<file path="config.mk">
export PLATFORM = sky130hd
export DESIGN_NAME = seq_divider
export DESIGN_NICKNAME = d
export VERILOG_FILES = /design/src/rtl/seq_divider.sv
export SDC_FILE = /design/constraint.sdc
export NUM_CORES = 1
export LEC_CHECK = 0
export BUFFER_PORTS_ARGS = -buffer_cell sky130_fd_sc_hd__buf_2
export CORE_AREA = 2 2 84 102
export CTS_BUF_LIST = sky130_fd_sc_hd__clkbuf_4 sky130_fd_sc_hd__clkbuf_8 sky130_fd_sc_hd__clkbuf_16
export DETAILED_ROUTE_END_ITERATION = 8
export DIE_AREA = 0 0 86 104
export PLACE_DENSITY = 0.86
export SYNTH_ARGS = -nofsm -noshare
export SYNTH_HDL_FRONTEND = slang
export SYNTH_SLANG_ARGS = --single-unit
</file>
<file path="constraint.sdc">
create_clock -name clk -period 6.5 [get_ports clk]
set_input_delay 0.975 -clock clk [delete_from_list [all_inputs] [get_ports clk]]
set_output_delay 0.975 -clock clk [all_outputs]
set_load 0.05 [all_outputs]
</file>
<file path="src/rtl/seq_divider.sv">
// Multi-cycle unsigned restoring divider producing {remainder, quotient}.
// Designed to sit beside the single-cycle ALU; the controller stalls on busy and takes out on done.
module seq_divider #(
  parameter int unsigned WIDTH = 16
) (
  input  logic               clk,
  input  logic               rst_n,
  input  logic               start,
  input  logic [WIDTH-1:0]   in1,
  input  logic [WIDTH-1:0]   in2,
  output logic               busy,
  output logic               done,
  output logic               div_by_zero,
  output logic [2*WIDTH-1:0] out
);

  localparam int unsigned CntW = (WIDTH > 1) ? $clog2(WIDTH) : 1;
  localparam logic [CntW-1:0] LastCnt = CntW'(WIDTH - 1);

  typedef enum logic [1:0] {StIdle, StCalc, StFinish} state_e;

  state_e             state_q, state_d;
  logic [CntW-1:0]    count_q, count_d;
  logic [WIDTH-1:0]   rem_q, rem_d;
  logic [WIDTH-1:0]   quo_q, quo_d;
  logic [WIDTH-1:0]   dsr_q, dsr_d;
  logic               zero_q, zero_d;
  logic               busy_q, busy_d;
  logic               done_q, done_d;
  logic               dbz_q, dbz_d;
  logic [2*WIDTH-1:0] out_q, out_d;

  logic [WIDTH:0]     rem_sh;
  logic [WIDTH:0]     trial;

  // rem < divisor, so the shifted remainder needs one extra bit; trial's MSB is the borrow.
  assign rem_sh = {rem_q, quo_q[WIDTH-1]};
  assign trial  = rem_sh - {1'b0, dsr_q};

  always_comb begin
    state_d = state_q;
    count_d = count_q;
    rem_d   = rem_q;
    quo_d   = quo_q;
    dsr_d   = dsr_q;
    zero_d  = zero_q;
    busy_d  = busy_q;
    done_d  = 1'b0;
    dbz_d   = dbz_q;
    out_d   = out_q;
    case (state_q)
      StIdle: begin
        if (start) begin
          quo_d   = in1;
          rem_d   = '0;
          dsr_d   = in2;
          count_d = '0;
          zero_d  = (in2 == '0);
          busy_d  = 1'b1;
          state_d = (in2 == '0) ? StFinish : StCalc;
        end
      end
      StCalc: begin
        count_d = count_q + 1'b1;
        if (!trial[WIDTH]) begin
          rem_d = trial[WIDTH-1:0];
          quo_d = {quo_q[WIDTH-2:0], 1'b1};
        end else begin
          rem_d = rem_sh[WIDTH-1:0];
          quo_d = {quo_q[WIDTH-2:0], 1'b0};
        end
        if (count_q == LastCnt) state_d = StFinish;
      end
      StFinish: begin
        // On divide-by-zero the quotient register still holds the untouched dividend.
        out_d   = zero_q ? {quo_q, {WIDTH{1'b1}}} : {rem_q, quo_q};
        dbz_d   = zero_q;
        done_d  = 1'b1;
        busy_d  = 1'b0;
        state_d = StIdle;
      end
      default: state_d = StIdle;
    endcase
  end

  always_ff @(posedge clk) begin
    if (!rst_n) begin
      state_q <= StIdle;
      count_q <= '0;
      rem_q   <= '0;
      quo_q   <= '0;
      dsr_q   <= '0;
      zero_q  <= 1'b0;
      busy_q  <= 1'b0;
      done_q  <= 1'b0;
      dbz_q   <= 1'b0;
      out_q   <= '0;
    end else begin
      state_q <= state_d;
      count_q <= count_d;
      rem_q   <= rem_d;
      quo_q   <= quo_d;
      dsr_q   <= dsr_d;
      zero_q  <= zero_d;
      busy_q  <= busy_d;
      done_q  <= done_d;
      dbz_q   <= dbz_d;
      out_q   <= out_d;
    end
  end

  assign busy        = busy_q;
  assign done        = done_q;
  assign div_by_zero = dbz_q;
  assign out         = out_q;

endmodule

</file>
==> results of run 1 <==
state kept, by name, summed over array words and instances, names as in the netlist:
signal,cells
rem_q,16
zero_q,1
out,32
div_by_zero,1
done,1
quo_q,16
busy,1
count_q,4
state_q,2
dsr_q,16
power breakdown:
part / total (mW) / switching [mW] / internal (mW) / leakage, nW
Combinational: 0.600 / 0.377 / 0.224 / 1.48
Clock: 0.396 / 0.215 / 0.181 / 0.102
Sequential: 0.643 / 0.0466 / 0.597 / 0.733
cell families after synthesis:
group | share of synthesized area
multiplexers | 0.0388
flip-flops | 0.388
buffers and inverters | 0.0531
AND/OR/NAND/NOR | 0.231
adder cells (fa/ha/maj) | 0.0501
XOR/XNOR | 0.0226
AO/OA/AOI/OAI | 0.217
synthesized netlist by cell type, types with 7 or more instances:
cell | count | area [sq um]
nand2_1 | 100 | 375
dfxtp_1 | 90 | 1800
a21boi_0 | 34 | 255
nor2_1 | 32 | 120
nand3_1 | 31 | 155
clkbuf_1 | 30 | 113
a21oi_1 | 21 | 105
inv_1 | 20 | 75.1
mux2i_1 | 18 | 180
nor3_1 | 18 | 90.1
a22oi_1 | 17 | 128
ha_1 | 17 | 213
nor3b_1 | 17 | 128
o211a_1 | 16 | 160
o21ai_0 | 11 | 55.1
o21a_1 | 10 | 75.1
xor2_1 | 7 | 61.3
final cells by class:
class                   instances  area [sq um]  share of cell area
inverters                      20          75.1              0.0145
multi-input cells             413          2610               0.503
clock buffers                   9           124              0.0239
flip-flops and latches         90          1800               0.347
clock inverters                 7          76.3              0.0147
well taps                      95           119              0.0229
repair buffers                 74           383              0.0738
layer usage:
layer  routed length (um)  part of all wire  vias to the layer above  track usage
met5                    0                 0                        -            0
met4                  312             0.028                        0        0.108
met3                  642             0.059                       26       0.0405
met2                 5400              0.49                      138        0.418
met1                 4600              0.42                     1962        0.313
li1                     -                 -                     2074            -
cells in the final DEF, fill, tap and decap left out, types with 3 or more instances in the layout:
cell type / instances
and3_1: 3
a22oi_1: 17
xor2_1: 7
nor2_1: 32
a21oi_1: 21
nor3b_1: 16
o31ai_1: 3
clkbuf_8: 9
o21a_1: 10
inv_1: 20
o211a_1: 16
buf_2: 69
nor4_1: 4
a21boi_0: 34
buf_4: 5
a21o_1: 4
mux2i_1: 18
a32oi_1: 5
xnor2_1: 5
and2_1: 5
nor3_1: 18
nand4_1: 5
o21ai_0: 11
nand3_1: 31
nand2b_1: 3
dfxtp_1: 90
nand2_1: 100
ha_1: 17
tightest hold or removal path, delay by kind of cell (launching register included):
family             cells  cell delay [ns]
DFF                    1             0.32
AOI/OAI and AO/OA      1             0.06
and+or+nand+nor        1             0.05
worst min-delay path by stage:
| stage | end | cells after the start | slack, ns | from |
|---|---|---|---|---|
| 2_1_floorplan | dsr_q[10] | 2 | 0.44 | dsr_q[10] |
| 3_3_place_gp | div_by_zero | 2 | 0.45 | div_by_zero |
| 3_5_place_dp | dsr_q[4] | 2 | 0.46 | dsr_q[4] |
| 4_1_cts | dsr_q[4] | 2 | 0.47 | dsr_q[4] |
| 5_1_grt | dsr_q[0] | 2 | 0.50 | dsr_q[0] |
| 6_report | dsr_q[4] | 2 | 0.47 | dsr_q[4] |
metrics by stage:
step,utilization,hold slack (ns)
floorplan,-,0.443
global placement,0.625,0.450
detailed placement,0.625,0.460
CTS,0.651,0.473
global route,0.651,0.498
finish,0.651,0.472
==> results.txt, run 1 <==
----------------------------------------------------
[Run status]
  Outcome ... complete, no violations

[STA]
  Final critical path time including I/O delays and setup ... between 2 and 3 ns
  Total Neg Setup Slack ... 0 ns
  Final period util ... 0.445
  Remaining max-slew budget at the tightest pin ... 0.313
  Final Hold Viols ... 0
  Highest achievable clock rate ... between 0.3 and 0.4 GHz
  Max Clock Skew ... 0.0147 ns
  Worst Setup Slack, final ... 3.61 ns
  Number of setup violations in the final report ... 0
  Number of pins exceeding their max-slew limit in the final report ... 0
  Actual transition at the worst max-transition pin ... a little over 1 ns
  RSZ-0062 raised after global routing ... no

[Global route]
  Maximum number of pins on one net before global-route repair ... 77
  Overflow left after global routing ... 0
  Number of global-route vias before repair ... 3868
  Gr usage total ... 0.250
  Antenna violations before repair ... 0
  Wire length of the first global-routing pass ... 18000 um

[Die]
  Ports ... 70
  Die area ... ~0.0089 sq mm
  Initial core utilization ... 0.582
  Die width ... 86 um
  Floorplan Core Area ... 0.00797 sq mm
  Die Height ... 104 um
  Core Rows ... 36

[Run]
  Number of max-cap violations ... 0

[Clock network]
  Later-pin clock latency in the skew report ... approximately 0.38 ns
  CTS H-tree lvls ... 3
  CTS root buffer ... clkbuf_8
  # clock sinks ... 90
  Clock edge transition at the registers on the reported setup and hold paths ... roughly 0.090 ns
  Post-cts resize count ... 0
  Postcts setup bufs ... 0
  Deepest clock path buffer count ... 2
  Count of hold-fix buffers inserted at cts ... 0
  Number of buffers created by CTS ... 9
  Clock tree from TritonCTS ... built

[Worst setup path]
  Worst R2R Path Depth ... 11
  Cell family with the largest share of critical-path delay ... compound AO/OA/AOI/OAI gates
  Number of cells on the critical path ... 11
  Worst Path Arrival ... 3.16 ns
  Endpoint kind of the worst setup timing path ... register
  Category of the worst setup path launch point ... register
  Crit path kind ... reg -> reg
  Delay of the slowest cell on the worst path ... approximately 0.43 ns
  Required time of the critical path ... 6.77 ns
  Number of buffers and inverters on the critical path ... 2
  Reg2Reg Launch Point ... quo_q[15]
  Worst R2R End ... rem_q[0]
  Crit-path most repeated cell ... inv_1
  Slowest stage cell, crit path ... fa_1
  FF-to-FF setup slack ... 3.61 ns
  Last element of the critical path ... rem_q[0]
  Crit path launch ... quo_q[15]
  Cell Chain, Critical Path ... inv_1, ha_1, inv_1, fa_1, a211oi_2, o211ai_2, a21o_1, or3_4, and3_1, mux2i_1, a22o_1
  Maximum net fanout on the critical path ... 15

[Synth]
  Avg Inst Size Synth ... 8.25 sq um
  Share of the yosys chip area belonging to registers ... 0.388
  Total of flip-flops plus latches after synthesis ... 90
  Number of distinct library cell variants in the gate-level netlist after synthesis ... 52
  Prevailing post-synth register cell ... dfxtp_1
  Number of warnings reported in the yosys synthesis log ... 0
  Gate count of the mapped netlist ... 563
  Number of enable flip-flop cells after synthesis ... 0
  Fraction of registers with async set or reset after synthesis ... 0
  Post-Syn Nets ... 616
  Post-synthesis instance area ... 0.00464 sq mm

[Power and ir drop]
  Worst-case vdd ir drop ... 0.168 mV
  Leakage ... 2.31 nW
  Total power draw ... between 1.5 and 2 mW
  Power density relative to cell area ... 316 mW/mm^2

[Detailed routing]
  Overall via count from detail_route ... 4200
  Drt initial violations ... between 200 and 300
  Vias per std cell ... 5.93
  Total wire length after detailed routing ... about 11000 um
  Pre-Repair DR Iteration Count ... 5
  DR DRC count ... 0
  Routed Antenna Nets ... 0
  Routed length per placed instance ... roughly 15 um

[Final layout]
  Final antenna diode count ... 0
  Final std cell area, no fill ... 0.00519 sq mm
  Number of fillers in the final layout ... 644
  Total number of nets in the final design ... 661
  Share of cells above drive strength 1 ... 0.163
  Growth of design area from synthesis to finish ... 11.7%
  Fin cells ... 708

[Place]
  Placed wire-length estimate after detailed placement ... 8110 um
  Number of placed instances with taps included ... 692
  Placer's final routability congestion estimate ... 0.908
  Cell Area, Placed ... ~0.0050 sq mm
  Setup slack after placement ... 3.60 ns
  Number of buffers added on ports ... 69

[Worst hold path]
  Type of the worst min-delay path ... reg -> reg

----------------------------------------------------
Power figures use the tool's default switching activity.
==> inputs of run 2 (changes only) <==
--- a/config.mk
+++ b/config.mk
@@ -6,11 +6,11 @@
 export NUM_CORES = 1
 export LEC_CHECK = 0
 export BUFFER_PORTS_ARGS = -buffer_cell sky130_fd_sc_hd__buf_2
-export CORE_AREA = 2 2 84 102
+export CORE_AREA = 2 2 90 109
 export CTS_BUF_LIST = sky130_fd_sc_hd__clkbuf_4 sky130_fd_sc_hd__clkbuf_8 sky130_fd_sc_hd__clkbuf_16
 export DETAILED_ROUTE_END_ITERATION = 8
-export DIE_AREA = 0 0 86 104
-export PLACE_DENSITY = 0.86
+export DIE_AREA = 0 0 92 111
+export PLACE_DENSITY = 0.8
 export SYNTH_ARGS = -nofsm -noshare
 export SYNTH_HDL_FRONTEND = slang
 export SYNTH_SLANG_ARGS = --single-unit
==> constraint.sdc (replaced) <==
create_clock -name clk -period 2.55 [get_ports clk]
set_input_delay 0.3825 -clock clk [delete_from_list [all_inputs] [get_ports clk]]
set_output_delay 0.3825 -clock clk [all_outputs]
set_load 0.05 [all_outputs]
==> run 2 against run 1 <==
Against the previous run:
- core utilization down 4.9 points
- critical path depth unchanged
- register-to-register slack worse by 3.6 ns
- worst hold slack worse by 0.18 ns
- sequential power rose to 2.6 times the previous value
- via count up 0.50%
- sequential share of layout area down 2.4 points
- sequential cell count unchanged
- global-route usage down 2.0 points
- clock power rose to 3.4 times the previous value
- critical path type unchanged
- largest power group is now combinational cells
==> results.txt, run 2 (synthesized netlist as in run 1, its figures left out) <==
----------------------------------------------------
[Worst setup path]
  Maximum net fanout on the critical path ... 6 (-9)
  Crit path launch ... quo_q[15]
  Worst R2R Path Depth ... 11 (unchanged)
  Reg2Reg Launch Point ... quo_q[15]
  Worst Path Arrival ... 2.78 ns (-0.38 ns)
  Worst R2R End ... rem_q[0]
  Category of the worst setup path launch point ... register
  Last element of the critical path ... rem_q[0]
  Required time of the critical path ... 2.79 ns (-3.98 ns)
  FF-to-FF setup slack ... 0.004 ns (-3.60 ns)
  Endpoint kind of the worst setup timing path ... register
  Crit path kind ... reg -> reg

[STA]
  Final critical path time including I/O delays and setup ... 2.55 ns (-0.346 ns)
  Max Clock Skew ... 0.00724 ns (-0.00750 ns)
  Actual transition at the worst max-transition pin ... 0.640 ns (-0.388 ns)
  Final period util ... 0.998 (+0.553)
  Highest achievable clock rate ... 0.393 GHz (+14%)
  Number of pins exceeding their max-slew limit in the final report ... 0 (unchanged)
  Final Hold Viols ... 0 (unchanged)
  Number of setup violations in the final report ... 0 (unchanged)
  RSZ-0062 raised after global routing ... yes
  Total Neg Setup Slack ... 0 ns (unchanged)
  Remaining max-slew budget at the tightest pin ... 0.572 (+0.259)
  Final worst hold slack ... 0.296 ns (-0.176 ns)

[Clock network]
  CTS H-tree lvls ... 3 (unchanged)
  # clock sinks ... 90 (unchanged)
  CTS root buffer ... clkbuf_16
  Clock tree from TritonCTS ... built
  Later-pin clock latency in the skew report ... 0.35 ns (-0.03 ns)
  Clock edge transition at the registers on the reported setup and hold paths ... 0.07 ns (-0.02 ns)
  Count of hold-fix buffers inserted at cts ... 0 (unchanged)
  Number of buffers created by CTS ... 9 (unchanged)
  Deepest clock path buffer count ... 2 (unchanged)

[Power and ir drop]
  Power density relative to cell area ... 868 mW/mm^2 (+170%)
  Worst-case vdd ir drop ... 0.581 mV (+250%)
  Leakage ... 2.50 nW (+8.1%)

[Final layout]
  Most frequent cells in the layout ... 100 x nand2_1, 88 x dfxtp_1, 69 x buf_2, 34 x a21boi_0, 32 x nor2_1
  Most common cell after layout, fill and taps aside ... nand2_1
  Final antenna diode count ... 0 (unchanged)
  Growth of design area from synthesis to finish ... 20.2%
  Fin cells ... 752 (+6.2%)
  End-of-flow core utilization ... 0.602 (-0.0486)
  Max FFs per register ... 32 (unchanged)
  Share of cells above drive strength 1 ... 0.221 (+0.0579)
  Total number of nets in the final design ... 677 (+2.4%)

[Worst hold path]
  Type of the worst min-delay path ... in -> reg

[Detailed routing]
  Routed Antenna Nets ... 0 (unchanged)
  Total wire length after detailed routing ... 11700 um (+6.4%)
  Overall via count from detail_route ... 4221 (+0.50%)
  DR DRC count ... 0 (unchanged)
  Routed length per placed instance ... 15.5 um (+0.14%)
  Drt initial violations ... 307 (+19%)
  Vias per std cell ... 5.61 (-5.4%)
  Pre-Repair DR Iteration Count ... 5 (unchanged)

[Place]
  Number of placed instances with taps included ... 734 (+6.1%)
  Placer's final routability congestion estimate ... 0.867 (-4.6%)
  Number of buffers added on ports ... 69 (unchanged)
  Placed wire-length estimate after detailed placement ... 8610 um (+6.2%)

[Global route]
  Gr usage total ... 0.230 (-0.0201)
  Overflow left after global routing ... 0 (unchanged)
  Antenna violations before repair ... 0 (unchanged)
  Maximum number of pins on one net before global-route repair ... 75 (-2.6%)
  Wire length of the first global-routing pass ... 19000 um (+5.6%)
  Number of global-route vias before repair ... 4074 (+5.3%)

[Die]
  Ports ... 70 (unchanged)
  Die Height ... 111 um (+6.7%)
  Die area ... 0.0102 sq mm (+14%)
  Core Rows ... 39 (+8.3%)
  Initial core utilization ... 0.501 (-0.0816)
  Die width ... 92 um (+7.0%)
  Floorplan Core Area ... 0.00927 sq mm (+16%)

[Run status]
  Outcome ... complete, no violations

[Run]
  Number of max-cap violations ... 0 (unchanged)

----------------------------------------------------
==> run 2: changes by cell type in the layout (fill, tap and decap cells not counted), moves of 3 or more <==
cell / before / now
clkbuf_8: 9 / 0
nand3_2: 0 / 15
buf_4: 5 / 17
clkbuf_16: 0 / 9
buf_6: 0 / 3
nand3_1: 31 / 15
==> run 2: metrics by stage <==
| step | power (mW) | area, sq um | setup slack [ns] |
|---|---|---|---|
| finish | 4.84 | 5580 | 0.00430 |
| global route | 5.11 | 5580 | -0.0879 |
| CTS | 4.69 | 5450 | 0.0224 |
| detailed placement | 3.31 | 5140 | -0.0459 |
| global placement | 3.28 | 5140 | 0.0406 |
| floorplan | 2.93 | 4640 | 0.0361 |
==> run 2: power by group <==
| group | switching (mW) | internal [mW] | total [mW] |
|---|---|---|---|
| clock | 0.579 | 0.784 | 1.36 |
| sequential | 0.117 | 1.52 | 1.64 |
| combinational | 1.08 | 0.757 | 1.84 |
| total | 1.78 | 3.06 | 4.84 |
==> run 2: layer usage <==
| metal | GRT usage | up-vias | share of wire |
|---|---|---|---|
| met1 | 0.272 | 1945 | 0.42 |
| li1 | - | 2110 | - |
| met3 | 0.0517 | 21 | 0.060 |
| met2 | 0.406 | 145 | 0.50 |
| met5 | 0 | - | 0 |
| met4 | 0.0776 | 0 | 0.018 |
==> run 2: what timing repair did <==
action,4_1_cts,5_1_grt
gates resized for setup,3,28
setup endpoints to repair,9,13
gates cloned,0,0
pin swaps,1,16
setup buffers,0,2
==> run 2: critical path, cell delays in order, from the launching register on <==
cell      delay, ns
dfxtp_2        0.33
inv_2          0.07
ha_4           0.13
inv_2          0.04
fa_2           0.36
a211oi_2       0.24
o211ai_2       0.12
a21o_1         0.21
or3_4          0.40
and3_4         0.19
mux2i_1        0.13
a22o_1         0.20
==> run 2: cell type report <==
class / count / area (sq um)
multi-input combinational: 413 / 2720
timing repair buffer: 90 / 527
clock inverter: 6 / 72.6
sequential: 90 / 1800
fill: 833 / 3690
clock buffer: 10 / 233
inverter: 20 / 75.1
tap: 123 / 154
==> run 2: worst min-delay path by stage <==
stage | endpoint | depth (start not counted) | slack (ns) | from
floorplan | dsr_q[10] | 2 | 0.44 | dsr_q[10]
global placement | div_by_zero | 2 | 0.45 | div_by_zero
detailed placement | dsr_q[1] | 2 | 0.46 | dsr_q[1]
CTS | dsr_q[5] | 3 | 0.29 | in2[5]
global route | dsr_q[13] | 3 | 0.30 | in2[13]
finish | dsr_q[9] | 3 | 0.30 | in2[9]
